`src/rtl/flash_read_arbiter_if.sv`:
```
// Bundled requester, loader and flash-bus signals for flash_read_arbiter.
// The slave modport is the arbiter's view; master is the view of everything around it.
interface flash_read_arbiter_if;
  logic        I_CPU_REQ;
  logic [23:0] I_CPU_ADDR;
  logic        O_CPU_ACK;
  logic [7:0]  O_CPU_DATA;
  logic        I_LDR_REQ;
  logic [22:0] I_LDR_ADDR;
  logic        O_LDR_ACK;
  logic [15:0] O_LDR_DATA;
  logic        O_BUSY;
  logic [15:0] I_FLASH_DATA;
  logic [23:0] O_FLASH_ADDR;
  logic        O_FLASH_CLK;
  logic        O_ADDR_VALID_L;
  logic        O_FLASH_CE_L;
  logic        O_FLASH_OE_L;
  logic        O_FLASH_WE_L;

  modport slave (
    input  I_CPU_REQ, I_CPU_ADDR, I_LDR_REQ, I_LDR_ADDR, I_FLASH_DATA,
    output O_CPU_ACK, O_CPU_DATA, O_LDR_ACK, O_LDR_DATA, O_BUSY,
           O_FLASH_ADDR, O_FLASH_CLK, O_ADDR_VALID_L, O_FLASH_CE_L,
           O_FLASH_OE_L, O_FLASH_WE_L
  );

  modport master (
    output I_CPU_REQ, I_CPU_ADDR, I_LDR_REQ, I_LDR_ADDR, I_FLASH_DATA,
    input  O_CPU_ACK, O_CPU_DATA, O_LDR_ACK, O_LDR_DATA, O_BUSY,
           O_FLASH_ADDR, O_FLASH_CLK, O_ADDR_VALID_L, O_FLASH_CE_L,
           O_FLASH_OE_L, O_FLASH_WE_L
  );
endinterface

```
`src/rtl/flash_read_arbiter.sv`:
```
// Round-robin arbiter sequencing asynchronous flash reads for the CPU (bytes) and loader (words).
// Define FLASH_ARB_CACHE_EN to add a one-entry word cache that lets CPU hits skip the flash access.
module flash_read_arbiter #(
  parameter int P_WAIT_CYCLES = 4,
  parameter int P_CNT_W       = 4
) (
  input  logic                 I_CLK,
  input  logic                 I_RESET,
  flash_read_arbiter_if.slave  bus
);

  typedef enum logic [1:0] {ST_IDLE, ST_SETUP, ST_WAIT, ST_DONE} state_e;
  typedef enum logic {GNT_CPU, GNT_LDR} grant_e;

  state_e               state_q, state_d;
  grant_e               last_grant_q, last_grant_d;
  grant_e               owner_q, owner_d;
  logic [P_CNT_W-1:0]   cnt_q, cnt_d;
  logic [22:0]          addr_q, addr_d;
  logic                 lane_q, lane_d;
  logic [7:0]           cpu_data_q, cpu_data_d;
  logic [15:0]          ldr_data_q, ldr_data_d;
`ifdef FLASH_ARB_CACHE_EN
  logic [22:0]          tag_q, tag_d;
  logic                 tag_vld_q, tag_vld_d;
  logic [15:0]          word_q, word_d;
  logic                 cpu_hit;
`endif

  logic grant_cpu;
  logic grant_any;
  logic capture;

  always_ff @(posedge I_CLK) begin
    if (I_RESET) begin
      state_q      <= ST_IDLE;
      last_grant_q <= GNT_LDR;
      owner_q      <= GNT_CPU;
      cnt_q        <= '0;
      addr_q       <= '0;
      lane_q       <= 1'b0;
      cpu_data_q   <= '0;
      ldr_data_q   <= '0;
`ifdef FLASH_ARB_CACHE_EN
      tag_q        <= '0;
      tag_vld_q    <= 1'b0;
      word_q       <= '0;
`endif
    end else begin
      state_q      <= state_d;
      last_grant_q <= last_grant_d;
      owner_q      <= owner_d;
      cnt_q        <= cnt_d;
      addr_q       <= addr_d;
      lane_q       <= lane_d;
      cpu_data_q   <= cpu_data_d;
      ldr_data_q   <= ldr_data_d;
`ifdef FLASH_ARB_CACHE_EN
      tag_q        <= tag_d;
      tag_vld_q    <= tag_vld_d;
      word_q       <= word_d;
`endif
    end
  end

  // A tie goes to whichever requester did not win the previous grant.
  always_comb begin
    grant_any = bus.I_CPU_REQ || bus.I_LDR_REQ;
    grant_cpu = bus.I_CPU_REQ && (!bus.I_LDR_REQ || (last_grant_q == GNT_LDR));
    capture   = (state_q == ST_WAIT) && (cnt_q == '0);
`ifdef FLASH_ARB_CACHE_EN
    cpu_hit   = tag_vld_q && (tag_q == bus.I_CPU_ADDR[23:1]);
`endif
  end

  always_comb begin
    state_d      = state_q;
    last_grant_d = last_grant_q;
    owner_d      = owner_q;
    cnt_d        = cnt_q;
    addr_d       = addr_q;
    lane_d       = lane_q;
    cpu_data_d   = cpu_data_q;
    ldr_data_d   = ldr_data_q;
`ifdef FLASH_ARB_CACHE_EN
    tag_d        = tag_q;
    tag_vld_d    = tag_vld_q;
    word_d       = word_q;
`endif
    case (state_q)
      ST_IDLE: begin
        if (grant_any) begin
          owner_d      = grant_cpu ? GNT_CPU : GNT_LDR;
          last_grant_d = owner_d;
          if (grant_cpu) begin
            lane_d = bus.I_CPU_ADDR[0];
`ifdef FLASH_ARB_CACHE_EN
            // Hit: serve the byte from the cached word and leave the flash address untouched.
            if (cpu_hit) begin
              state_d    = ST_DONE;
              cpu_data_d = bus.I_CPU_ADDR[0] ? word_q[15:8] : word_q[7:0];
            end else begin
              addr_d  = bus.I_CPU_ADDR[23:1];
              state_d = ST_SETUP;
            end
`else
            addr_d  = bus.I_CPU_ADDR[23:1];
            state_d = ST_SETUP;
`endif
          end else begin
            addr_d  = bus.I_LDR_ADDR;
            state_d = ST_SETUP;
          end
        end
      end
      ST_SETUP: begin
        cnt_d   = P_CNT_W'(P_WAIT_CYCLES - 1);
        state_d = ST_WAIT;
      end
      ST_WAIT: begin
        if (capture) begin
          state_d = ST_DONE;
          if (owner_q == GNT_CPU) begin
            cpu_data_d = lane_q ? bus.I_FLASH_DATA[15:8] : bus.I_FLASH_DATA[7:0];
          end else begin
            ldr_data_d = bus.I_FLASH_DATA;
          end
`ifdef FLASH_ARB_CACHE_EN
          tag_d     = addr_q;
          tag_vld_d = 1'b1;
          word_d    = bus.I_FLASH_DATA;
`endif
        end else begin
          cnt_d = cnt_q - 1'b1;
        end
      end
      ST_DONE: state_d = ST_IDLE;
      default: state_d = ST_IDLE;
    endcase
  end

  always_comb begin
    bus.O_BUSY         = (state_q != ST_IDLE);
    bus.O_FLASH_CE_L   = !((state_q == ST_SETUP) || (state_q == ST_WAIT));
    bus.O_FLASH_OE_L   = bus.O_FLASH_CE_L;
    bus.O_ADDR_VALID_L = bus.O_FLASH_CE_L;
    bus.O_CPU_ACK      = (state_q == ST_DONE) && (owner_q == GNT_CPU);
    bus.O_LDR_ACK      = (state_q == ST_DONE) && (owner_q == GNT_LDR);
    bus.O_CPU_DATA     = cpu_data_q;
    bus.O_LDR_DATA     = ldr_data_q;
    bus.O_FLASH_ADDR   = {1'b0, addr_q};
    bus.O_FLASH_CLK    = 1'b1;
    bus.O_FLASH_WE_L   = 1'b1;
  end

endmodule
```
`src/flat_wrapper.sv`:
```
// flat-port wrapper written by rule: the top's interface ports become plain ports
module flash_read_arbiter_flat 
#(
  parameter int P_WAIT_CYCLES = 4,
  parameter int P_CNT_W       = 4
)
  (I_CLK, I_RESET, bus_I_CPU_REQ, bus_I_CPU_ADDR, bus_I_LDR_REQ, bus_I_LDR_ADDR, bus_I_FLASH_DATA, bus_O_CPU_ACK, bus_O_CPU_DATA, bus_O_LDR_ACK, bus_O_LDR_DATA, bus_O_BUSY, bus_O_FLASH_ADDR, bus_O_FLASH_CLK, bus_O_ADDR_VALID_L, bus_O_FLASH_CE_L, bus_O_FLASH_OE_L, bus_O_FLASH_WE_L);
  flash_read_arbiter_if bus_i ();
  input  logic I_CLK;
  input  logic I_RESET;
  input wire logic [$bits(bus_i.I_CPU_REQ)-1:0] bus_I_CPU_REQ;
  input wire logic [$bits(bus_i.I_CPU_ADDR)-1:0] bus_I_CPU_ADDR;
  input wire logic [$bits(bus_i.I_LDR_REQ)-1:0] bus_I_LDR_REQ;
  input wire logic [$bits(bus_i.I_LDR_ADDR)-1:0] bus_I_LDR_ADDR;
  input wire logic [$bits(bus_i.I_FLASH_DATA)-1:0] bus_I_FLASH_DATA;
  output wire logic [$bits(bus_i.O_CPU_ACK)-1:0] bus_O_CPU_ACK;
  output wire logic [$bits(bus_i.O_CPU_DATA)-1:0] bus_O_CPU_DATA;
  output wire logic [$bits(bus_i.O_LDR_ACK)-1:0] bus_O_LDR_ACK;
  output wire logic [$bits(bus_i.O_LDR_DATA)-1:0] bus_O_LDR_DATA;
  output wire logic [$bits(bus_i.O_BUSY)-1:0] bus_O_BUSY;
  output wire logic [$bits(bus_i.O_FLASH_ADDR)-1:0] bus_O_FLASH_ADDR;
  output wire logic [$bits(bus_i.O_FLASH_CLK)-1:0] bus_O_FLASH_CLK;
  output wire logic [$bits(bus_i.O_ADDR_VALID_L)-1:0] bus_O_ADDR_VALID_L;
  output wire logic [$bits(bus_i.O_FLASH_CE_L)-1:0] bus_O_FLASH_CE_L;
  output wire logic [$bits(bus_i.O_FLASH_OE_L)-1:0] bus_O_FLASH_OE_L;
  output wire logic [$bits(bus_i.O_FLASH_WE_L)-1:0] bus_O_FLASH_WE_L;
  assign bus_i.I_CPU_REQ = bus_I_CPU_REQ;
  assign bus_i.I_CPU_ADDR = bus_I_CPU_ADDR;
  assign bus_i.I_LDR_REQ = bus_I_LDR_REQ;
  assign bus_i.I_LDR_ADDR = bus_I_LDR_ADDR;
  assign bus_i.I_FLASH_DATA = bus_I_FLASH_DATA;
  assign bus_O_CPU_ACK = bus_i.O_CPU_ACK;
  assign bus_O_CPU_DATA = bus_i.O_CPU_DATA;
  assign bus_O_LDR_ACK = bus_i.O_LDR_ACK;
  assign bus_O_LDR_DATA = bus_i.O_LDR_DATA;
  assign bus_O_BUSY = bus_i.O_BUSY;
  assign bus_O_FLASH_ADDR = bus_i.O_FLASH_ADDR;
  assign bus_O_FLASH_CLK = bus_i.O_FLASH_CLK;
  assign bus_O_ADDR_VALID_L = bus_i.O_ADDR_VALID_L;
  assign bus_O_FLASH_CE_L = bus_i.O_FLASH_CE_L;
  assign bus_O_FLASH_OE_L = bus_i.O_FLASH_OE_L;
  assign bus_O_FLASH_WE_L = bus_i.O_FLASH_WE_L;
  flash_read_arbiter #(.P_WAIT_CYCLES(P_WAIT_CYCLES), .P_CNT_W(P_CNT_W)) u_core (.I_CLK(I_CLK), .I_RESET(I_RESET), .bus(bus_i));
endmodule
```
`config.mk`:
```
export PLATFORM = sky130hd
export DESIGN_NAME = flash_read_arbiter_flat
export DESIGN_NICKNAME = d
export VERILOG_FILES = /design/src/rtl/flash_read_arbiter_if.sv /design/src/rtl/flash_read_arbiter.sv /design/src/flat_wrapper.sv
export SDC_FILE = /design/constraint.sdc
export NUM_CORES = 1
export LEC_CHECK = 0
export CORE_MARGIN = 3
export CORE_UTILIZATION = 44
export DETAILED_ROUTE_END_ITERATION = 8
export GPL_TIMING_DRIVEN = 0
export PLACE_DENSITY = 0.86
export SLEW_MARGIN = 20
export SYNTH_ARGS = -nofsm -noshare
export SYNTH_HDL_FRONTEND = slang
export SYNTH_SLANG_ARGS = --single-unit
```
`constraint.sdc`:
```
create_clock -name I_CLK -period 2.8 [get_ports I_CLK]
set_input_delay 0.84 -clock I_CLK [delete_from_list [all_inputs] [get_ports I_CLK]]
set_output_delay 0.84 -clock I_CLK [all_outputs]
set_load 0.02 [all_outputs]
```
=== After elaboration in Yosys (flattened, before gate mapping) ===
Index checks and enable logic that the tools add are counted.

* Register bits after elaboration: 56
* Bits of input ports: 67
* Output and inout bits: 56
* Logic and storage cells: 43

* Add/subtract/negate cells: 1
* Equal/unequal tests: 6
* Mux-type cells: 8
* Bitwise gates (word level): 1
* Reductions and logical operators: 19

{| class="wikitable"
|+ Operators with widths
! kind !! count
|-
| 23-bit two-way mux || 1
|-
| 3-bit AND reduction || 3
|-
| 8-bit two-way mux || 1
|-
| 2-bit one-hot mux with 4 select lines || 1
|-
| 4-bit one-hot mux with 2 select lines || 1
|-
| 2-bit AND reduction || 3
|-
| 2-bit == test, second input constant || 2
|-
| 1-bit logical AND || 4
|-
| 4-bit zero test || 1
|-
| 2-bit two-way mux || 2
|-
| 4-bit two-way mux || 1
|-
| 2-bit by 1-bit inequality test with 1-bit output, second input constant || 2
|-
| 2-bit nonzero test || 2
|-
| 4-bit by 1-bit subtractor with 4-bit output, second input constant || 1
|-
| 1-bit logical OR || 3
|-
| 2-bit by 1-bit == test with 1-bit output, second input constant || 1
|-
| 1-bit zero test || 2
|-
| 2-bit zero test || 1
|-
| 2-bit inequality test, second input constant || 1
|-
| 1-bit two-way mux || 1
|-
| 1-bit NOT || 1
|}

=== Logic depth before layout (Yosys ltp) ===
Gate-level depths: netlist (run 1).

* Depth in word-level cells: 4
* Depth in mapped cells: 7
* Mapped depth without buffers: 5

=== Least setup slack after synthesis (run 1) ===
OpenSTA, ideal clock, no wires.

* Path kind: register to output
* From: register u_core.state_q[0]
* To: output port bus_O_FLASH_CE_L
* Arrival time: 1065 ps
* Required time: 1960 ps
* Setup slack: 895 ps
* Cell stages (with the launch flop): 5
* Path buffers: 1
* Cells stage by stage: dfxtp_1 inv_1 ha_1 inv_1 buf_4

* Word-level cells in the longest chain between the ends: 3
* Elaborated cells on any way between the ends: 4
* Classes of those cells: eq/ne: 2; reduce/logical: 2

{| class="wikitable"
|+ Ends and longest elaborated chain
! element !! line !! RTL
|-
| start: declaration || flash_read_arbiter.sv:15 || <nowiki>state_e state_q, state_d;</nowiki>
|-
| start signal: assignment || flash_read_arbiter.sv:50 || <nowiki>state_q <= state_d;</nowiki>
|-
| 2-bit by 1-bit == test with 1-bit output / 2-bit == test (equally long branches) || flash_read_arbiter.sv:144 || <nowiki>bus.O_FLASH_CE_L = !((state_q == ST_SETUP) || (state_q == ST_WAIT));</nowiki>
|-
| 1-bit logical OR * || flash_read_arbiter.sv:144 ||
|-
| 1-bit zero test * || flash_read_arbiter.sv:144 ||
|-
| end: declaration || flat_wrapper.sv:24 || <nowiki>output wire logic [$bits(bus_i.O_FLASH_CE_L)-1:0] bus_O_FLASH_CE_L;</nowiki>
|}

Every way passes the cells marked *; elsewhere a longest branch is shown, timed or not.

=== Worst setup path in the final report (run 1) ===
* From: register u_core.state_q[0]
* To: output port bus_O_ADDR_VALID_L

* Word-level cells in the longest chain between the ends: 3
* Elaborated cells on any way between the ends: 4
* Classes of those cells: eq/ne: 2; reduce/logical: 2

{| class="wikitable"
|+ Ends and longest elaborated chain
! element !! line !! RTL
|-
| 2-bit by 1-bit == test with 1-bit output / 2-bit == test (equally long branches) || flash_read_arbiter.sv:144 ||
|-
| 1-bit logical OR * || flash_read_arbiter.sv:144 ||
|-
| 1-bit zero test * || flash_read_arbiter.sv:144 ||
|-
| end: declaration || flat_wrapper.sv:23 || <nowiki>output wire logic [$bits(bus_i.O_ADDR_VALID_L)-1:0] bus_O_ADDR_VALID_L;</nowiki>
|}

Marks and branches as above.

==> impl_metrics.toml, run 1 <==
[pwr]
p_per_area_nw_per_um2 = 827
p_switching_uw = 1300
clockPowerShare_pct = 14.2
vdd_drop_max_mv = 0.474
p_comb_share_pct = 53.1
leakagePower_uw = 0.00136
p_int_uw = 1910
seqPwrFrac_pct = 32.7
p_sw_share_pct = 40.5

[critical_path]
endpoint_kind = "output pin"
reg2reg_slack_ns = 0.99
worstPathMaxFanout = 3
cp.required_ns = 1.96
r2r_end = "u_core.addr_q[4]"
path_class = "flop to output pin"
startpoint_type = "flop"
reg2regPathDepth = 7
path_cells = "inv_1 > ha_1 > inv_1 > clkdlybuf4s50_1"
cp_data_arrival_time_ns = 1.79
cpPeakStageDelay_ns = 0.61
worstReg2RegStart = "u_core.state_q[0]"
crit_path_frequent_cell = "inv_1"
slowest_stage = "clkdlybuf4s50_1"

[place]
place_hpwl_um = 6170
gp_congestion = 0.809
io_buffers = 118

[sta]
setup_viol = 0
period_needed_ns = 2.63
finalMaxSlewViolations = 0
worstMarginPinSlew_ns = 0.661
finClkSkew_ns = 0.00719
post-route-period-util_pct = 94.0
rsz0062_at_grt = "false"
fmax_ghz = 0.380
fin_setup_tns_ns = 0
slew_headroom_pct = 56.0
hold_viol = 0
hold_ws_ns = 0.479

[die]
io_pins = 123
coreArea_sq_um = 5340
die_w_um = 81.7
die_h_um = 81.7
start_util_pct = 47.3
die-area_sq_um = 6680
std_cell_rows = 26

[yosys]
synthesis.area_sq_um = 2520
synth_area_per_cell_sq_um = 8.73
ys_seq_elements = 56
synthCells = 289
synth_seq_area_share_pct = 44.4
ys_async_sr_fraction_pct = 0
ys_warn_count = 0
synth_edf_count = 0
synth_ff_type = "dfxtp_1"
ys_types = 31

[layout]
nets = 486
layout-drive-gt1-share_pct = 6.75
areaGrowthSynthToFinish_pct = 54.2
diodes = 0

[drt]
antenna_left = 0
firstDrtPassIters = 4
num_vias = 2730
vias_per_cell = 5.63
wl_um = 8130
drc = 0
wl_per_cell_um = 16.8
drt_iter0_markers = 208

[cts]
cts_tree = "built"
post_cts_buffers = 0
h-tree-depth = 2
cts_sinks = 56
insertion_delay_ns = 0.31
root_buffer = "clkbuf_8"
path_clk_slew_ns = 0.10
numCtsBuffers = 5
cts_resized = 0
postCtsHoldBufs = 0
cts_max_path_buffers = 2

[global_route]
grt_pass1_vias = 2605
antenna_found_initial = 0
grt_max_degree = 20
grt_overflow = 0
grtUsageTotal_pct = 24.3
grt_pass1_wl_um = 12600

[hold_path]
hold_depth = 2
holdCritStartpoint = "u_core.bus.O_LDR_DATA[3]"
hold-path-endpoint = "u_core.bus.O_LDR_DATA[3]"
min_path_type = "flop to flop"

[run_status]
status = "finished, final reports clean"

[run]
maxCapViolCount = 0
## through the flow
step	power, uW	worst slack [ns]	area, sq um	std cells	util (%)
6_report	3220	0.169	3890	485	72.9
5_1_grt	3430	0.0608	3890	485	72.9
4_1_cts	3220	0.0430	3880	485	72.8
3_5_place_dp	2770	0.321	3790	478	71.1
3_3_place_gp	2730	0.318	3790	478	71.1
2_1_floorplan	2100	0.895	2530	290	-
## cell type report
cell class | instances | area [sq um]
buffer | 36 | 171
clock buffer | 6 | 82.6
clock inverter | 2 | 10.0
fill | 426 | 1450
inverter | 8 | 30.0
multi-input combinational | 189 | 1200
sequential | 56 | 1120
tap | 70 | 87.6
timing repair buffer | 118 | 1190
## cells by family after synthesis
logic type               Yosys count  synth area share [%]
AO/OA/AOI/OAI                    106                  26.9
AND/OR/NAND/NOR                   65                  13.7
flip-flops                        56                  44.4
buffers and inverters             45                  8.13
multiplexers                      10                  3.97
adder cells (fa/ha/maj)            5                  2.48
other                              2                 0.298
## sequential cells by signal (all words and copies together), names as in the netlist
signal and count:
u_core.bus.O_CPU_DATA 8, u_core.owner_q 1, u_core.lane_q 1, u_core.cnt_q 4, u_core.bus.O_LDR_DATA 16, u_core.state_q 2
u_core.addr_q 23, u_core.last_grant_q 1
## synthesized netlist by cell type (all sizes together), types with 5 or more instances
cell type	count	area, sq um
clkbuf	18	67.6
ha	5	62.6
a21oi	49	245
nand3	44	220
inv	8	30.0
mux2i	10	100
buf	19	108
a32oi	23	201
o21ai	18	90.1
nand2	5	18.8
a311oi	10	87.6
dfxtp	56	1120
## routing by layer
metal / share of wire, % / wire (um) / vias up / global-route usage (%)
met5: 0 / 0 / - / 0
met4: 2.2 / 179 / 0 / 8.31
met3: 6.8 / 554 / 15 / 4.82
met2: 50 / 4090 / 105 / 41.0
met1: 41 / 3300 / 1288 / 31.0
li1: - / - / 1322 / -
## power by group through the flow
| stage | sequential [uW] | clock (uW) | combinational, uW |
|---|---|---|---|
| 2_1_floorplan | 1200 | 0 | 898 |
| 5_1_grt | 1070 | 499 | 1860 |
| 4_1_cts | 1050 | 463 | 1710 |
| 3_5_place_dp | 1070 | 0 | 1710 |
| 6_report | 1050 | 456 | 1710 |
| 3_3_place_gp | 1060 | 0 | 1670 |
## placed cells by master (no fill, tap or decap)
cell type / n
ha_1: 5
mux2i_1: 10
nand4bb_1: 1
nand2b_1: 2
nand3_1: 44
and4bb_2: 1
a32oi_1: 23
a311oi_1: 10
buf_4: 6
nor2b_1: 2
a21bo_2: 1
nand4b_1: 1
nor2_1: 3
conb_1: 3
a211oi_1: 2
a21oi_1: 49
dfxtp_1: 56
o21ai_1: 1
a211oi_2: 1
nor3_1: 1
nand2_1: 5
a2bb2oi_1: 1
inv_1: 8
buf_2: 11
or3b_1: 1
clkdlybuf4s50_1: 116
o21ai_0: 17
clkbuf_1: 18
clkbuf_8: 6
a22o_1: 1
buf_1: 1
clkinv_2: 2
or3_1: 1
dlymetal6s2s_1: 2
and2_1: 3
## worst max path at each step
stage | cells after the start | slack (ns) | endpoint | startpoint
after global placement | 4 | 0.32 | bus_O_LDR_ACK | u_core.owner_q
final | 4 | 0.17 | bus_O_ADDR_VALID_L | u_core.state_q[0]
after detailed placement | 4 | 0.32 | bus_O_LDR_ACK | u_core.owner_q
after global routing | 4 | 0.06 | bus_O_ADDR_VALID_L | u_core.state_q[0]
after CTS | 5 | 0.04 | bus_O_FLASH_OE_L | u_core.state_q[0]
after floorplan | 4 | 0.89 | bus_O_FLASH_CE_L | u_core.state_q[0]
## critical path: cells and delay by family (launching register included)
kind	cells	cell delay, ns
DFF	1	0.36
adders and majority gates	1	0.32
buffers and inverters	3	0.80
(Power assumes the default switching activity.)
==> run 2, diff against run 1 <==
CORE_MARGIN = 10   (was 3)
RECOVER_POWER = 100   (was default)
==> impl_metrics.toml, run 2 (synthesis gave the netlist of run 1 again) <==
[sta]
setup_viol = 0
fin_setup_tns_ns = 0
hold_viol = 0
period_needed_ns = 2.62
fmax_ghz = 0.381
worstMarginPinSlew_ns = 0.637
rsz0062_at_grt = "false"
post-route-period-util_pct = 93.7
hold_ws_ns = 0.481
slew_headroom_pct = 57.1
finalMaxSlewViolations = 0
finClkSkew_ns = 0.00431

[cts]
cts_tree = "built"
postCtsHoldBufs = 0
cts_max_path_buffers = 2
cts_sinks = 56
h-tree-depth = 2
root_buffer = "clkbuf_8"
numCtsBuffers = 5
insertion_delay_ns = 0.31
path_clk_slew_ns = 0.10

[critical_path]
path_buf_inv = 3
cp_data_arrival_time_ns = 1.78
path_class = "flop to output pin"
reg2reg_slack_ns = 0.74
reg2regPathDepth = 7
worstReg2RegStart = "u_core.state_q[0]"
cp.required_ns = 1.96
slowest_stage = "clkdlybuf4s50_1"
crit_path_frequent_cell = "inv_1"
path_cells = "inv_1 > ha_1 > inv_1 > clkdlybuf4s50_1"
startpoint_type = "flop"
r2r_end = "u_core.addr_q[13]"
cp_top_family = "buffers and inverters"
endpoint_kind = "output pin"
worstPathMaxFanout = 4
cpPeakStageDelay_ns = 0.61

[global_route]
grt_pass1_vias = 2640
grt_max_degree = 20
antenna_found_initial = 0
grt_pass1_wl_um = 13400
grtUsageTotal_pct = 18.2
grt_overflow = 0

[layout]
diodes = 0
layout-drive-gt1-share_pct = 4.58
final_cell_mix = "66 x clkdlybuf4s50_1, 56 x dfxtp_1, 50 x dlygate4sd3_1"
nets = 486
largest-register = "u_core.addr_q"
layout_commonest_cell = "clkdlybuf4s50_1"
largest_register_ffs = 23
areaGrowthSynthToFinish_pct = 53.6

[hold_path]
min_path_type = "flop to flop"
hold-path-endpoint = "u_core.bus.O_LDR_DATA[12]"
hold_depth = 2
holdCritStartpoint = "u_core.bus.O_LDR_DATA[12]"

[pwr]
clockPowerShare_pct = 16.7
p_per_area_nw_per_um2 = 829
leakagePower_uw = 0.00146
p_sw_share_pct = 41.4
seqPwrFrac_pct = 32.7
p_switching_uw = 1330
vdd_drop_max_mv = 0.547
p_int_uw = 1880
p_comb_share_pct = 50.6

[drt]
antenna_left = 0
drt_iter0_markers = 196
vias_per_cell = 5.60
num_vias = 2727
wl_per_cell_um = 18.4
drc = 0
firstDrtPassIters = 4
wl_um = 8940

[run]
maxCapViolCount = 0

[die]
io_pins = 123
start_util_pct = 45.5
coreArea_sq_um = 5540
std_cell_rows = 27
die_h_um = 95.7
die-area_sq_um = 9160
die_w_um = 95.7

[place]
place_hpwl_um = 7040
gp_congestion = 0.825
io_buffers = 118

[run_status]
status = "finished, final reports clean"
run 2: through the flow:
| step | util (%) | area, sq um | setup WS (ns) | instances | total power [uW] |
|---|---|---|---|---|---|
| floorplan | - | 2530 | 0.895 | 290 | 2100 |
| global placement | 68.5 | 3800 | 0.283 | 480 | 2750 |
| detailed placement | 68.5 | 3800 | 0.282 | 480 | 2800 |
| CTS | 70.5 | 3910 | 0.0610 | 487 | 3320 |
| global route | 69.9 | 3870 | 0.0600 | 487 | 3410 |
| finish | 69.9 | 3870 | 0.177 | 487 | 3210 |
run 2: how the worst max path moves through the flow:
| stage | endpoint | startpoint | depth (start not counted) | slack (ns) |
|---|---|---|---|---|
| final | bus_O_ADDR_VALID_L | u_core.state_q[1] | 4 | 0.18 |
| after global routing | bus_O_ADDR_VALID_L | u_core.state_q[0] | 4 | 0.06 |
| after CTS | bus_O_FLASH_CE_L | u_core.state_q[0] | 5 | 0.06 |
| after detailed placement | bus_O_LDR_ACK | u_core.owner_q | 4 | 0.28 |
| after global placement | bus_O_LDR_ACK | u_core.owner_q | 4 | 0.28 |
| after floorplan | bus_O_FLASH_CE_L | u_core.state_q[0] | 4 | 0.89 |
run 2: layer usage:
metal | routed length [um] | global-route usage, %
met1 | 3620 | 21.1
met2 | 4620 | 31.8
met3 | 555 | 4.51
met4 | 141 | 6.14
met5 | 0 | 0
run 2: final cells by class:
type | instances | area [sq um]
Clock inverter | 3 | 42.5
Fill cell | 445 | 1670
Inverter | 8 | 30.0
Multi-Input combinational cell | 189 | 1190
Tap cell | 72 | 90.1
Buffer | 36 | 159
Clock buffer | 5 | 68.8
Sequential cell | 56 | 1120
Timing Repair Buffer | 118 | 1170
run 2: tightest hold or removal path, cell delays in order, from the launching register on:
cell and delay, ns:
dfxtp_1 0.32, o21ai_0 0.06, a21oi_1 0.06
run 2: what timing repair did:
action	4_1_cts	5_1_grt
pin swaps	0	0
gates resized for setup	0	2
buffers inserted	0	0
setup endpoints to repair	1	2
run 2: power by group through the flow:
stage	Combinational [uW]	Sequential, uW	Clock (uW)
6_report	1630	1050	536
5_1_grt	1770	1070	566
4_1_cts	1730	1050	538
3_5_place_dp	1730	1070	0
3_3_place_gp	1690	1060	0
2_1_floorplan	898	1200	0
==> patch 1, RTL diff (config.mk and constraints of run 2) <==
`P_CNT_W` is set to 4 in 2 places; all go to 6.
--- a/src/rtl/flash_read_arbiter.sv
+++ b/src/rtl/flash_read_arbiter.sv
@@ -4,3 +4,3 @@
   parameter int P_WAIT_CYCLES = 4,
-  parameter int P_CNT_W       = 4
+  parameter int P_CNT_W       = 6
 ) (
--- a/src/flat_wrapper.sv
+++ b/src/flat_wrapper.sv
@@ -4,3 +4,3 @@
   parameter int P_WAIT_CYCLES = 4,
-  parameter int P_CNT_W       = 4
+  parameter int P_CNT_W       = 6
 )
Function: same outputs for any inputs over 10 cycles, from zero or initial values and one cycle with I_RESET high; that may be too few to reach the edited logic, so the function may still have changed.
==> patch 1 against run 2 <==
- area after synthesis up 7.1%
- setup slack worse by 0.062 ns
- non-clock buffer count down 1
- worst hold slack worse by 0.020 ns
- largest cell class is now multi-input gates
- clock power up 49%
- sequential cell count up 2
- wire length up 3.7%
- design area up 7.3%
- combinational power down 5%
- total power up 8.1%
==> patch 1: results (changes against run 2) <==
\begin{tabular}{lr}
\hline
Metric & Value \\
\hline
\multicolumn{2}{l}{\textbf{Setup path}} \\
Maximum net fanout on the critical path & 12 (+8) \\
Startpoint of the most critical setup path & u\_core.owner\_q \\
Capture instance of the worst register-to-register path & u\_core.bus.O\_CPU\_DATA[5] \\
R2R depth & 6 (-1) \\
\multicolumn{2}{l}{\textbf{Status}} \\
Run status & finished clean \\
\multicolumn{2}{l}{\textbf{CTS}} \\
CTS H-Tree Depth & 3 (+1) \\
Clock slew seen by the registers of the worst setup and hold paths & 0.07 ns (-0.03 ns) \\
TritonCTS buffer count & 9 (+4) \\
\multicolumn{2}{l}{\textbf{Pwr}} \\
Peak VDD IR & 0.5809 mV (+6.2\%) \\
Lkg Pwr & 1.551 nW (+6.2\%) \\
\multicolumn{2}{l}{\textbf{Min path}} \\
Endpoint with the worst hold slack & u\_core.addr\_q[15] \\
Startpoint of the tightest hold check path & u\_core.addr\_q[15] \\
\multicolumn{2}{l}{\textbf{Global routing}} \\
Antenna violations before repair & 1 (+1) \\
Number of global-route vias before repair & 2984 (+13\%) \\
Global-route wire length before repair & 15170 um (+14\%) \\
All-Layer GR Usage & 18.71\% (+0.56 points) \\
Largest net degree at the start of global routing & 13 (-35\%) \\
\multicolumn{2}{l}{\textbf{Placed design}} \\
DP Wirelength & 7084 um (+0.68\%) \\
Cell area after placement & 0.003980 sq mm (+4.8\%) \\
Weighted congestion at the end of routability-driven global placement & 0.8403 (+1.8\%) \\
\multicolumn{2}{l}{\textbf{Synthesis}} \\
Post-synth cell types & 42 (+35\%) \\
Seq/Total Area, Yosys & 42.98\% (-1.5 points) \\
Largest cells by area after synthesis & sky130\_fd\_sc\_hd\_\_dfxtp\_1 43\%, sky130\_fd\_sc\_hd\_\_a32oi\_1 7.5\%, sky130\_fd\_sc\_hd\_\_o2bb2ai\_1 7.5\% \\
\multicolumn{2}{l}{\textbf{Routing}} \\
DRC marker count from the first detailed-route iteration & 137 (-30\%) \\
Average vias per placed instance & 5.766 (+3.0\%) \\
DR WL/cell & 18.85 um (+2.7\%) \\
\multicolumn{2}{l}{\textbf{STA}} \\
Transition time at the pin with the least slew margin & 0.9744 ns (+0.3372 ns) \\
Worst-case clock skew & 0.007954 ns (+0.003641 ns) \\
\multicolumn{2}{l}{\textbf{Cells and area}} \\
Fraction of layout instances using a drive strength above 1 & 7.212\% (+2.6 points) \\
Final net count & 483 (-0.62\%) \\
\hline
\end{tabular}
patch 1: cell types whose count changed after synthesis, sizes merged, moves of 10 or more:
cell / change
o21ai: -14
a311oi: -10
o31ai: +16
o2bb2ai: +23
nand4: +18
nand3: -44
a21oi: -29
patch 1: per-stage QoR:
stage	hold WS, ns	cells	setup WS (ns)	util [%]
CTS	0.4656	491	0.02201	70.21
global route	0.4724	492	0.01614	69.83
detailed placement	0.4456	476	0.03700	66.83
global placement	0.4448	476	0.1038	66.83
floorplan	0.4850	283	0.7915	-
finish	0.4614	492	0.1152	69.83
patch 1: per-layer routing:
layer	share of wire [%]	routed length, um	GRT usage [%]
met5	0	0	0
met4	1.3	119	8.049
met3	13	1180	9.937
met2	45	4158	28.90
met1	41	3817	20.99
patch 1: area by class of cell:
type	count	area [sq um]
antenna	1	2.502
buffer	35	163.9
clock buffer	12	155.1
clock inverter	4	50.05
fill	504	1797
inverter	8	30.03
multi-input combinational	181	1335
sequential	58	1162
tap	75	93.84
timing repair buffer	118	1166
patch 1: critical path: cells and delay by family, from the launching register on:
kind / cells / cell delay (ns)
flip-flops: 1 / 0.45
buffers and inverters: 2 / 0.88
AND/OR/NAND/NOR: 1 / 0.17
patch 1: kinds of logic after synthesis:
| family | share of synthesized area [%] |
|---|---|
| simple gates | 10.33 |
| buf+inv | 7.365 |
| other cells | 0.2780 |
| mux | 3.335 |
| flops | 42.98 |
| fa+ha+maj | 2.316 |
| compound gates | 33.40 |
patch 1: power breakdown:
part | total [mW] | internal (mW) | leakage [nW] | switching, mW
clock | 0.801 | 0.458 | 0.0986 | 0.343
sequential | 1.11 | 0.994 | 0.474 | 0.121
combinational | 1.55 | 0.607 | 0.979 | 0.948
total | 3.47 | 2.06 | 1.55 | 1.41
==> patch 2, RTL diff (flow settings as in run 2) <==
Made on the original files. `ldr_data_q` no longer has a reset.
--- a/src/rtl/flash_read_arbiter.sv
+++ b/src/rtl/flash_read_arbiter.sv
@@ -42,3 +42,2 @@
       cpu_data_q   <= '0;
-      ldr_data_q   <= '0;
 `ifdef FLASH_ARB_CACHE_EN
@@ -56,3 +55,2 @@
       cpu_data_q   <= cpu_data_d;
-      ldr_data_q   <= ldr_data_d;
 `ifdef FLASH_ARB_CACHE_EN
@@ -63,2 +61,6 @@
     end
+  end
+
+  always_ff @(posedge I_CLK) begin
+    ldr_data_q <= ldr_data_d;
   end
Formal check against the unedited RTL: differs if I_RESET is asserted again (counterexample within 10 cycles, from zero or initial values and one cycle with I_RESET high); with I_RESET held inactive, the same outputs for 10 cycles.
==> patch 2 against run 2 <==
- total power fell by 1.3%
- maximum frequency fell by 3.0%
- wire length fell by 14%
- die area fell by 1.6%
- sequential cell count did not move
- setup slack got worse by 0.081 ns
- area after synthesis fell by 2.0%
- design area fell by 0.36%
==> patch 2: results (changes against run 2) <==
\begin{tabular}{lr}
\hline
Metric & Value \\
\hline
\multicolumn{2}{l}{\textbf{Routing}} \\
DRC marker count from the first detailed-route iteration & 165 (-16\%) \\
Detailed route wirelength on metal2 & 3908 um (-15\%) \\
M1 wire length & 3050 um (-16\%) \\
Overall routed net length & 7702 um (-14\%) \\
\multicolumn{2}{l}{\textbf{Placed design}} \\
Weighted congestion at the end of routability-driven global placement & 0.7230 (-12\%) \\
Count of port buffers added during placement & 119 (+0.85\%) \\
DP Wirelength & 5990 um (-15\%) \\
Dpl cells & 431 (-10\%) \\
\multicolumn{2}{l}{\textbf{STA}} \\
Worst-case headroom to the max-slew limit & 36.12\% (-21 points) \\
Post-layout min period & 2.704 ns (+0.08103 ns) \\
\multicolumn{2}{l}{\textbf{Status}} \\
Run status & finished clean \\
\multicolumn{2}{l}{\textbf{Pwr}} \\
Power consumed by the clock network & 0.626 mW (+17\%) \\
Internal power summed over all cells & 1.996 mW (+6.1\%) \\
Lkg Pwr & 1.431 nW (-2.1\%) \\
Peak VDD IR & 0.6663 mV (+22\%) \\
\multicolumn{2}{l}{\textbf{Cells and area}} \\
Fraction of layout instances using a drive strength above 1 & 7.923\% (+3.3 points) \\
Final net count & 437 (-10\%) \\
\multicolumn{2}{l}{\textbf{Global routing}} \\
Met1 GRT Util & 18.81\% (-2.3 points) \\
GR Util met2 & 28.38\% (-3.5 points) \\
Largest net degree at the start of global routing & 18 (-10\%) \\
All-Layer GR Usage & 16.23\% (-1.9 points) \\
Number of global-route vias before repair & 2410 (-8.7\%) \\
\multicolumn{2}{l}{\textbf{Synthesis}} \\
Count of flip-flops with a built-in enable after synthesis & 16 (+16) \\
Adder-cell share of the synthesized area & 2.530\% (+0.050 points) \\
Multiplexer share of the synthesized area & 3.644\% (-0.32 points) \\
Count of mapped cells out of synthesis & 239 (-17\%) \\
Seq/Total Area, Yosys & 51.82\% (+7.4 points) \\
Largest cells by area after synthesis & sky130\_fd\_sc\_hd\_\_dfxtp\_1 32\%, sky130\_fd\_sc\_hd\_\_edfxtp\_1 19\%, sky130\_fd\_sc\_hd\_\_a32oi\_1 8.1\% \\
Fraction of the mapped netlist area in compound gates & 20.24\% (-6.7 points) \\
\multicolumn{2}{l}{\textbf{Setup path}} \\
Startpoint of the most critical setup path & u\_core.state\_q[0] \\
Capture instance of the worst register-to-register path & u\_core.bus.O\_LDR\_DATA[3] \\
CP Capture Point & bus\_O\_FLASH\_OE\_L \\
R2R depth & 5 (-2) \\
Worst reg2reg setup slack & 0.51 ns (-0.23 ns) \\
\hline
\end{tabular}
patch 2: cell types whose count changed after synthesis, sizes merged, moves of 5 or more:
cell,delta
edfxtp,+16
buf,-5
a21oi,-14
nand3,-19
a311oi,-10
or3,+8
o21ai,-5
clkbuf,-5
dfxtp,-16
patch 2: area by class of cell:
cell class	instances	area, sq um
well taps	72	90.09
repair buffers	119	1191
multi-input cells	150	992.2
clock inverters	2	60.06
inverters	7	26.28
plain buffers	26	147.6
fillers	450	1612
flip-flops and latches	56	1281
clock buffers	6	72.57
patch 2: how the worst min path moves through the flow:
stage,startpoint,to,depth (start not counted)
2_1_floorplan,u_core.last_grant_q,u_core.last_grant_q,1
3_3_place_gp,u_core.bus.O_CPU_DATA[3],u_core.bus.O_CPU_DATA[3],2
3_5_place_dp,u_core.bus.O_CPU_DATA[0],u_core.bus.O_CPU_DATA[0],2
4_1_cts,u_core.bus.O_CPU_DATA[0],u_core.bus.O_CPU_DATA[0],2
5_1_grt,u_core.bus.O_CPU_DATA[6],u_core.bus.O_CPU_DATA[6],2
6_report,u_core.bus.O_CPU_DATA[0],u_core.bus.O_CPU_DATA[0],2
patch 2: critical path, cell delays in order, from the launching register on:
cell                              delay (ns)
sky130_fd_sc_hd__dfxtp_1                0.37
sky130_fd_sc_hd__inv_1                  0.09
sky130_fd_sc_hd__ha_1                   0.31
sky130_fd_sc_hd__inv_1                  0.09
sky130_fd_sc_hd__buf_4                  0.10
sky130_fd_sc_hd__clkdlybuf4s50_1        0.60
patch 2: cells by family (layout without fill, tap and decap cells):
family                     count (synthesis)  count (layout)
muxes                                      9               9
DFF                                       56              56
and+or+nand+nor                           55              55
adders and majority gates                  5               5
buffers and inverters                     34             160
AOI/OAI and AO/OA                         78              78
other                                      2               3
